==> config.mk <==
export PLATFORM = sky130hd
export DESIGN_NAME = ol_rx_mon
export DESIGN_NICKNAME = d
export VERILOG_FILES = /design/src/rtl/ol_rx_mon.sv
export SDC_FILE = /design/constraint.sdc
export NUM_CORES = 1
export LEC_CHECK = 0
export CORE_ASPECT_RATIO = 0.5
export CORE_MARGIN = 3
export CORE_UTILIZATION = 49
export DETAILED_ROUTE_END_ITERATION = 7
export HOLD_SLACK_MARGIN = 0.02
export MAX_ROUTING_LAYER = met4
export PLACE_DENSITY = 0.81
export SLEW_MARGIN = 20
export SYNTH_ARGS = -nofsm -noshare
export SYNTH_HDL_FRONTEND = slang
export SYNTH_SLANG_ARGS = --single-unit
==> constraint.sdc <==
create_clock -name clk -period 3.5 [get_ports clk]
set_input_delay 0.7 -clock clk [delete_from_list [all_inputs] [get_ports clk]]
set_output_delay 0.7 -clock clk [all_outputs]
set_load 0.05 [all_outputs]
==> src/rtl/ol_rx_mon.sv <==
// rtl/ol_rx_mon.sv - receive-side optical-link lock monitor and packet deframer
//
// Purpose: classifies each received 16-bit word, acquires/holds link lock from the
// idle stream, tracks far-end LIVE, strips SOP/EOP framing, verifies the XOR
// checksum and length of each packet and streams payload words downstream.
// The last data word of a packet is the checksum and is never emitted, so every
// word is held one cycle until the next one proves it is not the checksum.
//
// Ports:
//   clk          in   link word clock, rising edge
//   reset        in   synchronous, active-high
//   rx_data      in   received word, one per clk
//   rx_datak     in   K flags (bit0 low byte, bit1 high byte)
//   link_locked  out  lock acquired
//   remote_live  out  far-end LIVE from the most recent idle word
//   out_valid    out  payload word strobe
//   out_data     out  payload word
//   out_sop      out  first payload word of the packet (with out_valid)
//   pkt_done     out  1-cycle pulse when a packet closes (EOP or abort)
//   pkt_err      out  packet bad, qualified by pkt_done
//   err_count    out  invalid-word count, saturating
//   pkt_count    out  good-packet count, wrapping
module ol_rx_mon #(
  parameter int LOCK_CNT   = 16,
  parameter int UNLOCK_CNT = 4,
  parameter int MAX_LEN    = 256
) (
  input  logic        clk,
  input  logic        reset,
  input  logic [15:0] rx_data,
  input  logic [1:0]  rx_datak,
  output logic        link_locked,
  output logic        remote_live,
  output logic        out_valid,
  output logic [15:0] out_data,
  output logic        out_sop,
  output logic        pkt_done,
  output logic        pkt_err,
  output logic [15:0] err_count,
  output logic [15:0] pkt_count
);
  localparam int LCW = $clog2(LOCK_CNT + 1);
  localparam int ICW = $clog2(UNLOCK_CNT + 1);
  localparam int LNW = $clog2(MAX_LEN + 1);

  typedef enum logic [1:0] {ST_UNLOCKED, ST_LOCKED, ST_IN_PKT} state_e;
  typedef enum logic [2:0] {C_IDLE_NL, C_IDLE_L, C_SOP, C_EOP, C_DATA, C_INVALID} cls_e;

  state_e         state_q, state_d;
  cls_e           cls;
  logic           is_idle, start_pkt, abort_pkt;
  logic [LCW-1:0] lock_cnt_q, lock_cnt_d;
  logic [ICW-1:0] inv_cnt_q, inv_cnt_d;
  logic [LNW-1:0] len_q, len_d;
  logic [15:0]    xor_q, xor_d, hold_q, hold_d;
  logic           hold_valid_q, hold_valid_d;
  logic           sop_pend_q, sop_pend_d;
  logic           remote_live_q, remote_live_d;
  logic           out_valid_q, out_valid_d;
  logic [15:0]    out_data_q, out_data_d;
  logic           out_sop_q, out_sop_d;
  logic           pkt_done_q, pkt_done_d;
  logic           pkt_err_q, pkt_err_d;
  logic [15:0]    err_cnt_q, err_cnt_d;
  logic [15:0]    pkt_cnt_q, pkt_cnt_d;

  // 50BC with datak 00 is an idle, so idles are decoded before generic data.
  always_comb begin
    cls = C_INVALID;
    if (rx_data == 16'h50BC && rx_datak == 2'b11)      cls = C_IDLE_NL;
    else if (rx_data == 16'h50BC && rx_datak == 2'b00) cls = C_IDLE_L;
    else if (rx_data == 16'h55FB && rx_datak == 2'b01) cls = C_SOP;
    else if (rx_data == 16'hAAFD && rx_datak == 2'b01) cls = C_EOP;
    else if (rx_datak == 2'b00)                        cls = C_DATA;
  end

  assign is_idle = (cls == C_IDLE_NL) || (cls == C_IDLE_L);

  always_comb begin
    state_d       = state_q;
    lock_cnt_d    = lock_cnt_q;
    inv_cnt_d     = inv_cnt_q;
    len_d         = len_q;
    xor_d         = xor_q;
    hold_d        = hold_q;
    hold_valid_d  = hold_valid_q;
    sop_pend_d    = sop_pend_q;
    remote_live_d = remote_live_q;
    out_valid_d   = 1'b0;
    out_data_d    = out_data_q;
    out_sop_d     = 1'b0;
    pkt_done_d    = 1'b0;
    pkt_err_d     = 1'b0;
    err_cnt_d     = err_cnt_q;
    pkt_cnt_d     = pkt_cnt_q;
    start_pkt     = 1'b0;
    abort_pkt     = 1'b0;

    if (cls == C_INVALID && err_cnt_q != 16'hFFFF) err_cnt_d = err_cnt_q + 16'd1;

    case (state_q)
      ST_UNLOCKED: begin
        if (is_idle) begin
          if (lock_cnt_q == LCW'(LOCK_CNT - 1)) begin
            state_d    = ST_LOCKED;
            lock_cnt_d = '0;
            inv_cnt_d  = '0;
          end else begin
            lock_cnt_d = lock_cnt_q + 1'b1;
          end
        end else begin
          lock_cnt_d = '0;
        end
      end
      default: begin
        if (cls == C_INVALID) begin
          abort_pkt = (state_q == ST_IN_PKT);
          if (inv_cnt_q == ICW'(UNLOCK_CNT - 1)) begin
            state_d       = ST_UNLOCKED;
            inv_cnt_d     = '0;
            lock_cnt_d    = '0;
            remote_live_d = 1'b0;
          end else begin
            inv_cnt_d = inv_cnt_q + 1'b1;
            state_d   = ST_LOCKED;
          end
        end else begin
          inv_cnt_d = '0;
          if (is_idle) begin
            remote_live_d = (cls == C_IDLE_L);
            abort_pkt     = (state_q == ST_IN_PKT);
            state_d       = ST_LOCKED;
          end else if (cls == C_SOP) begin
            // An SOP inside a packet closes the old one as bad and restarts.
            abort_pkt = (state_q == ST_IN_PKT);
            start_pkt = 1'b1;
          end else if (state_q == ST_IN_PKT && cls == C_EOP) begin
            pkt_done_d = 1'b1;
            pkt_err_d  = (len_q < LNW'(2)) || (xor_q != 16'h0000);
            if (!pkt_err_d) pkt_cnt_d = pkt_cnt_q + 16'd1;
            state_d = ST_LOCKED;
          end else if (state_q == ST_IN_PKT && cls == C_DATA) begin
            if (len_q == LNW'(MAX_LEN)) begin
              abort_pkt = 1'b1;
              state_d   = ST_LOCKED;
            end else begin
              if (hold_valid_q) begin
                out_valid_d = 1'b1;
                out_data_d  = hold_q;
                out_sop_d   = sop_pend_q;
                sop_pend_d  = 1'b0;
              end
              hold_d       = rx_data;
              hold_valid_d = 1'b1;
              xor_d        = xor_q ^ rx_data;
              len_d        = len_q + 1'b1;
            end
          end
        end
      end
    endcase

    if (abort_pkt) begin
      pkt_done_d = 1'b1;
      pkt_err_d  = 1'b1;
    end
    if (start_pkt) begin
      state_d      = ST_IN_PKT;
      len_d        = '0;
      xor_d        = 16'h0000;
      hold_valid_d = 1'b0;
      sop_pend_d   = 1'b1;
    end
  end

  always_ff @(posedge clk) begin
    if (reset) begin
      state_q       <= ST_UNLOCKED;
      lock_cnt_q    <= '0;
      inv_cnt_q     <= '0;
      len_q         <= '0;
      xor_q         <= 16'h0000;
      hold_q        <= 16'h0000;
      hold_valid_q  <= 1'b0;
      sop_pend_q    <= 1'b0;
      remote_live_q <= 1'b0;
      out_valid_q   <= 1'b0;
      out_data_q    <= 16'h0000;
      out_sop_q     <= 1'b0;
      pkt_done_q    <= 1'b0;
      pkt_err_q     <= 1'b0;
      err_cnt_q     <= 16'h0000;
      pkt_cnt_q     <= 16'h0000;
    end else begin
      state_q       <= state_d;
      lock_cnt_q    <= lock_cnt_d;
      inv_cnt_q     <= inv_cnt_d;
      len_q         <= len_d;
      xor_q         <= xor_d;
      hold_q        <= hold_d;
      hold_valid_q  <= hold_valid_d;
      sop_pend_q    <= sop_pend_d;
      remote_live_q <= remote_live_d;
      out_valid_q   <= out_valid_d;
      out_data_q    <= out_data_d;
      out_sop_q     <= out_sop_d;
      pkt_done_q    <= pkt_done_d;
      pkt_err_q     <= pkt_err_d;
      err_cnt_q     <= err_cnt_d;
      pkt_cnt_q     <= pkt_cnt_d;
    end
  end

  assign link_locked = (state_q != ST_UNLOCKED);
  assign remote_live = remote_live_q;
  assign out_valid   = out_valid_q;
  assign out_data    = out_data_q;
  assign out_sop     = out_sop_q;
  assign pkt_done    = pkt_done_q;
  assign pkt_err     = pkt_err_q;
  assign err_count   = err_cnt_q;
  assign pkt_count   = pkt_cnt_q;
endmodule

# == Yosys cells after proc, flatten, opt, wreduce, memory -nomap -nowiden ==
# Cells that the tools add are included.
# totals
regBits,106
in_bits,20
output_inout_bits,54
word_cells,158
# classes
add_sub_neg,5
n_lt_le_gt_ge,1
eq_ne,28
n_mux,62
bitwise_logic,10
reduce_logical,35
# op_table
operator,n
two-way mux 1 bit,38
"adder 16 x 1 -> 16 bit, second input constant",2
"equality test 16 x 15 -> 1 bit, second input constant",2
two-way mux 3 bit,9
two-way mux 5 bit,5
two-way mux 2 bit,10
"equality test 16 bit, second input constant",1
"!= test 16 bit, second input constant",1
AND reduction 8 bit,2
nonzero test 16 bit,1
XOR 16 bit,1
"!= test 2 bit, second input constant",7
nonzero test 2 bit,6
AND reduction 5 bit,2
nonzero test 5 bit,2
"adder 9 x 1 -> 9 bit, second input constant",1
"equality test 3 x 2 -> 1 bit, second input constant",3
"equality test 9 bit, second input constant",1
"less-than comparator 9 x 2 -> 1 bit, second input constant",1
"!= test 3 bit, second input constant",3
inverter 1 bit,9
OR reduction 9 bit,1
nonzero test 4 bit,2
OR reduction 8 bit,1
other kinds (18),30

# == Logic depth before layout (Yosys ltp) ==
# logic_depth
depth_word,15
mapped_depth,9

# == Least setup slack after synthesis ==
# No wires, ideal clock.
# synth_path
kind,input to register
from,input port rx_data[15]
to,"register err_cnt_q[7], in the netlist err_count[7]"
setup_ps,121
arrival_time_ps,2143
t_required_ps,3379
setup_slack_ps,1236
stages,7
n_path_buf,1
cell_sequence,nor4b_4 > and4b_4 > a22oi_4 > buf_4 > and2_1 > nand3_1 > mux2_2
# synth_between
elab_chain_cells,8
word_cells_on_any_way,13
classes_between,eq/ne: 4; mux: 4; reduce/logical: 5
# synth_lines
item,line_no,source
from (decl),30,"input logic [15:0] rx_data,"
equality test 16 bit,73,else if (rx_data == 16'hAAFD && rx_datak == 2'b01) cls = C_EOP;
logical AND 1 bit,73,
two-way mux 3 bit,73,
two-way mux 3 bit,72,else if (rx_data == 16'h55FB && rx_datak == 2'b01) cls = C_SOP;
two-way mux 3 bit,71,else if (rx_data == 16'h50BC && rx_datak == 2'b00) cls = C_IDLE_L;
two-way mux 3 bit *,70,if (rx_data == 16'h50BC && rx_datak == 2'b11) cls = C_IDLE_NL;
equality test 3 bit *,99,if (cls == C_INVALID && err_cnt_q != 16'hFFFF) err_cnt_d = err_cnt_q + 16'd1;
logical AND 1 bit *,99,
to (signal assigned),209,err_cnt_q <= err_cnt_d;
to (decl),64,"logic [15:0] err_cnt_q, err_cnt_d;"
# Every way passes the cells marked *; elsewhere a longest branch is shown, timed or not.
# A chain may end at the register's enable or synchronous reset.

# == Worst setup path after layout ==
# layout_path
from,input port rx_data[9]
to,"register out_data_q[6], in the netlist out_data[6]"
# layout_between
elab_chain_cells,10
word_cells_on_any_way,25
classes_between,eq/ne: 8; mux: 4; bitwise: 4; reduce/logical: 9
# layout_lines
item,line_no,source
equality test 16 bit,73,
logical AND 1 bit,73,
two-way mux 3 bit,73,
two-way mux 3 bit,72,
two-way mux 3 bit,71,
two-way mux 3 bit *,70,
"equality test 3 x 2 -> 1 bit, or another cell as far along",137,end else if (state_q == ST_IN_PKT && cls == C_EOP) begin
logical AND 1 bit or logical OR 1 bit (tied branches),"137, 77",
inverter 1 bit (no line),--,
AND reduction 8 bit (no line) *,--,
to (signal assigned),205,out_data_q <= out_data_d;
to (decl),60,"logic [15:0] out_data_q, out_data_d;"
# Marks and branches as above.

==> results.toml <==
[layout]
fin_nets = 648
final_area_mm2 = 0.00586
drive_gt1_share_pct = 7.34
diodes = 0
final-seq-area_mm2 = 0.00212
fin_util_pct = 64.8
layout_common_cells = "106 x dfxtp_1, 101 x nand2_1, 72 x clkdlybuf4s50_1"
layout_commonest_cell = "dfxtp_1"
nFillCells = 735
synthToLayoutAreaGrowth_pct = 23.6
multi_input_area_mm2 = 0.00245

[power_and_ir_drop]
ir_drop_mv = 0.253
power_uw = 2310
p_per_area_mw_per_mm2 = 395
p_leak_uw = 0.00205

[timing]
tns_ns = 0
final-setup-viol-count = 0
period_minus_slack_ns = 2.79
fin_skew_ns = 0.00719
timing.final.crit_share_pct = 79.6
finalMaxSlewViolations = 0
fin_ws_ns = 0.714
hold_violations = 0
slew_headroom_pct = 54.3
fmax_mhz = 359
tightest_slew_ns = 0.686
rsz0062_at_grt = "no"

[global_route]
grt_max_degree = 41
grt.total_usage_pct = 21.8
grt_overflow_total = 0
grt_pass1_vias = 3858
grt_pass1_wl_um = 18900
antenna_found_initial = 0

[floorplan]
fp.dieH_um = 75.5
die-area_mm2 = 0.0110
start_util_pct = 52.4
fp.dieW_um = 145
placementRows = 24
core_mm2 = 0.00904
pin_count = 74

[logic_synthesis]
synth_cells = 552
syn_nets = 578
async_flop_share_pct = 0
ys_warn_count = 0
synth-edff-count = 0
synth-seq-area-share_pct = 44.8
syn_avg_cell_area_um2 = 8.58
synth_compound_gate_area_share_pct = 9.88
yosys-mux-area-fraction_pct = 0.475
synth_fa_ha_area_share_pct = 1.58
yosys.area_share.simple_pct = 31.4
synth_flop_cell = "dfxtp_1"
ys_types = 57
synth.ff_latch_count = 106
synth_xor_area_share_pct = 8.32
synth_area_mm2 = 0.00474
synth_top_family_by_area = "simple AND/OR/NAND/NOR gates"

[route]
drc = 0
detail-route-antenna-nets = 0
vias_per_cell = 5.50
wire_per_inst_um = 15.3
wl_um = 11600
dr_total_vias = 4160
drt_iter0_drc = 259
dr.pass1.iters = 4

[critical_path]
cp.required_ns = 3.77
critPathKind = "in -> reg"
reg2reg_to = "out_data[6]"
crit_start = "rx_data[9]"
rr_worst_depth = 7
arrival_ns = 3.06
reg2reg_slack_ns = 1.07
cp_max_fo = 17
reg2reg_from = "len_q[1]"
startpoint_type = "input port"
crit_path_end_kind = "flop"

[clocking]
clkTransAtPathRegs_ns = 0.08
ctsHoldBuffers = 0
post_cts_resized = 0
cts_max_level = 3
cts_buffers = 9
cts_sinks = 106
clockRootBuffer = "clkbuf_16"
clk_path_buf_depth = 2
cts_tree = "built"
clk_latency_ns = 0.35
cts_setup_buffers = 0

[min_path]
hold_end = "out_data[10]"
hp-class = "reg -> reg"
hp-start = "hold_q[10]"
hold_path_depth = 2

[place]
portBuffers = 73
gp_congestion = 0.893
dp_slack_ns = 0.378
place_area_mm2 = 0.00556
hpwl_um = 8280

[run_status]
status = "finished clean"

[run]
drv_cap = 0
## sequential cells by signal, indices dropped and copies added, names as in the netlist
signal / flops
hold_q: 16
lock_cnt_q: 5
pkt_done: 1
sop_pend_q: 1
inv_cnt_q: 3
len_q: 9
out_sop: 1
err_count: 16
xor_q: 16
out_valid: 1
remote_live: 1
hold_valid_q: 1
state_q: 2
pkt_err: 1
out_data: 16
pkt_count: 16
## layout make-up
| class | instances | area share [%] |
|---|---|---|
| Clock buffer | 9 | 3.85 |
| Clock inverter | 7 | 1.18 |
| Inverter | 13 | 0.833 |
| Multi-Input combinational cell | 412 | 41.8 |
| Sequential cell | 106 | 36.2 |
| Tap cell | 130 | 2.78 |
| Timing Repair Buffer | 80 | 13.3 |
## stage by stage
stage | std cells | hold WS [ns]
floorplan | 552 | 0.432
global placement | 741 | 0.438
detailed placement | 741 | 0.445
CTS | 757 | 0.457
global route | 757 | 0.472
finish | 757 | 0.455
## critical path, stage by stage
cell	delay, ns
clkdlybuf4s50_1	0.59
nor4b_4	0.09
and4b_4	0.25
a211oi_2	0.44
and3_1	0.67
nand2_1	0.14
a21oi_1	0.17
## cells by family after synthesis
logic type | Yosys count
and+or+nand+nor | 281
DFF | 106
AOI/OAI and AO/OA | 78
xor gates and xnor gates | 45
buffers and inverters | 34
adders and majority gates | 6
muxes | 2
## synth_stat cells, types with 3 or more instances
cell | number | area share [%]
a21oi_1 | 49 | 5.2
a31oi_1 | 4 | 0.53
and2_1 | 7 | 0.92
and3_1 | 8 | 1.1
and4_1 | 3 | 0.55
buf_2 | 7 | 0.74
buf_4 | 4 | 0.63
clkbuf_1 | 8 | 0.63
dfxtp_1 | 106 | 45
ha_1 | 6 | 1.6
inv_1 | 11 | 0.87
nand2_1 | 101 | 8.0
nand2b_1 | 6 | 0.79
nand3_1 | 24 | 2.5
nand4_1 | 20 | 2.6
nor2_1 | 59 | 4.7
nor2b_1 | 4 | 0.53
nor3_1 | 10 | 1.1
nor4_1 | 11 | 1.5
o21ai_0 | 9 | 0.95
or2_2 | 3 | 0.40
xnor2_1 | 19 | 3.5
xor2_1 | 26 | 4.8
## where the power goes
part | internal [uW] | switching, uW
clock | 502 | 498
combinational | 39.0 | 61.5
sequential | 1210 | 5.16
total | 1750 | 564
## metal layers
layer  routed length (um)  vias to the layer above  global-route usage [%]
met3                  645                       12                    5.29
met4                   89                        0                    5.47
met1                 5270                     1981                    27.3
li1                     -                     2049                       -
met2                 5600                      118                    36.5
met5                    0                        -                       -
## worst max-delay path by stage
| stage | end | depth (start not counted) |
|---|---|---|
| 4_1_cts | err_count[15] | 7 |
| 5_1_grt | out_data[6] | 7 |
| 6_report | out_data[6] | 7 |
| 3_5_place_dp | err_count[15] | 7 |
| 3_3_place_gp | err_count[15] | 7 |
| 2_1_floorplan | err_count[7] | 7 |
No activity file was read; power rests on OpenSTA's default activity.
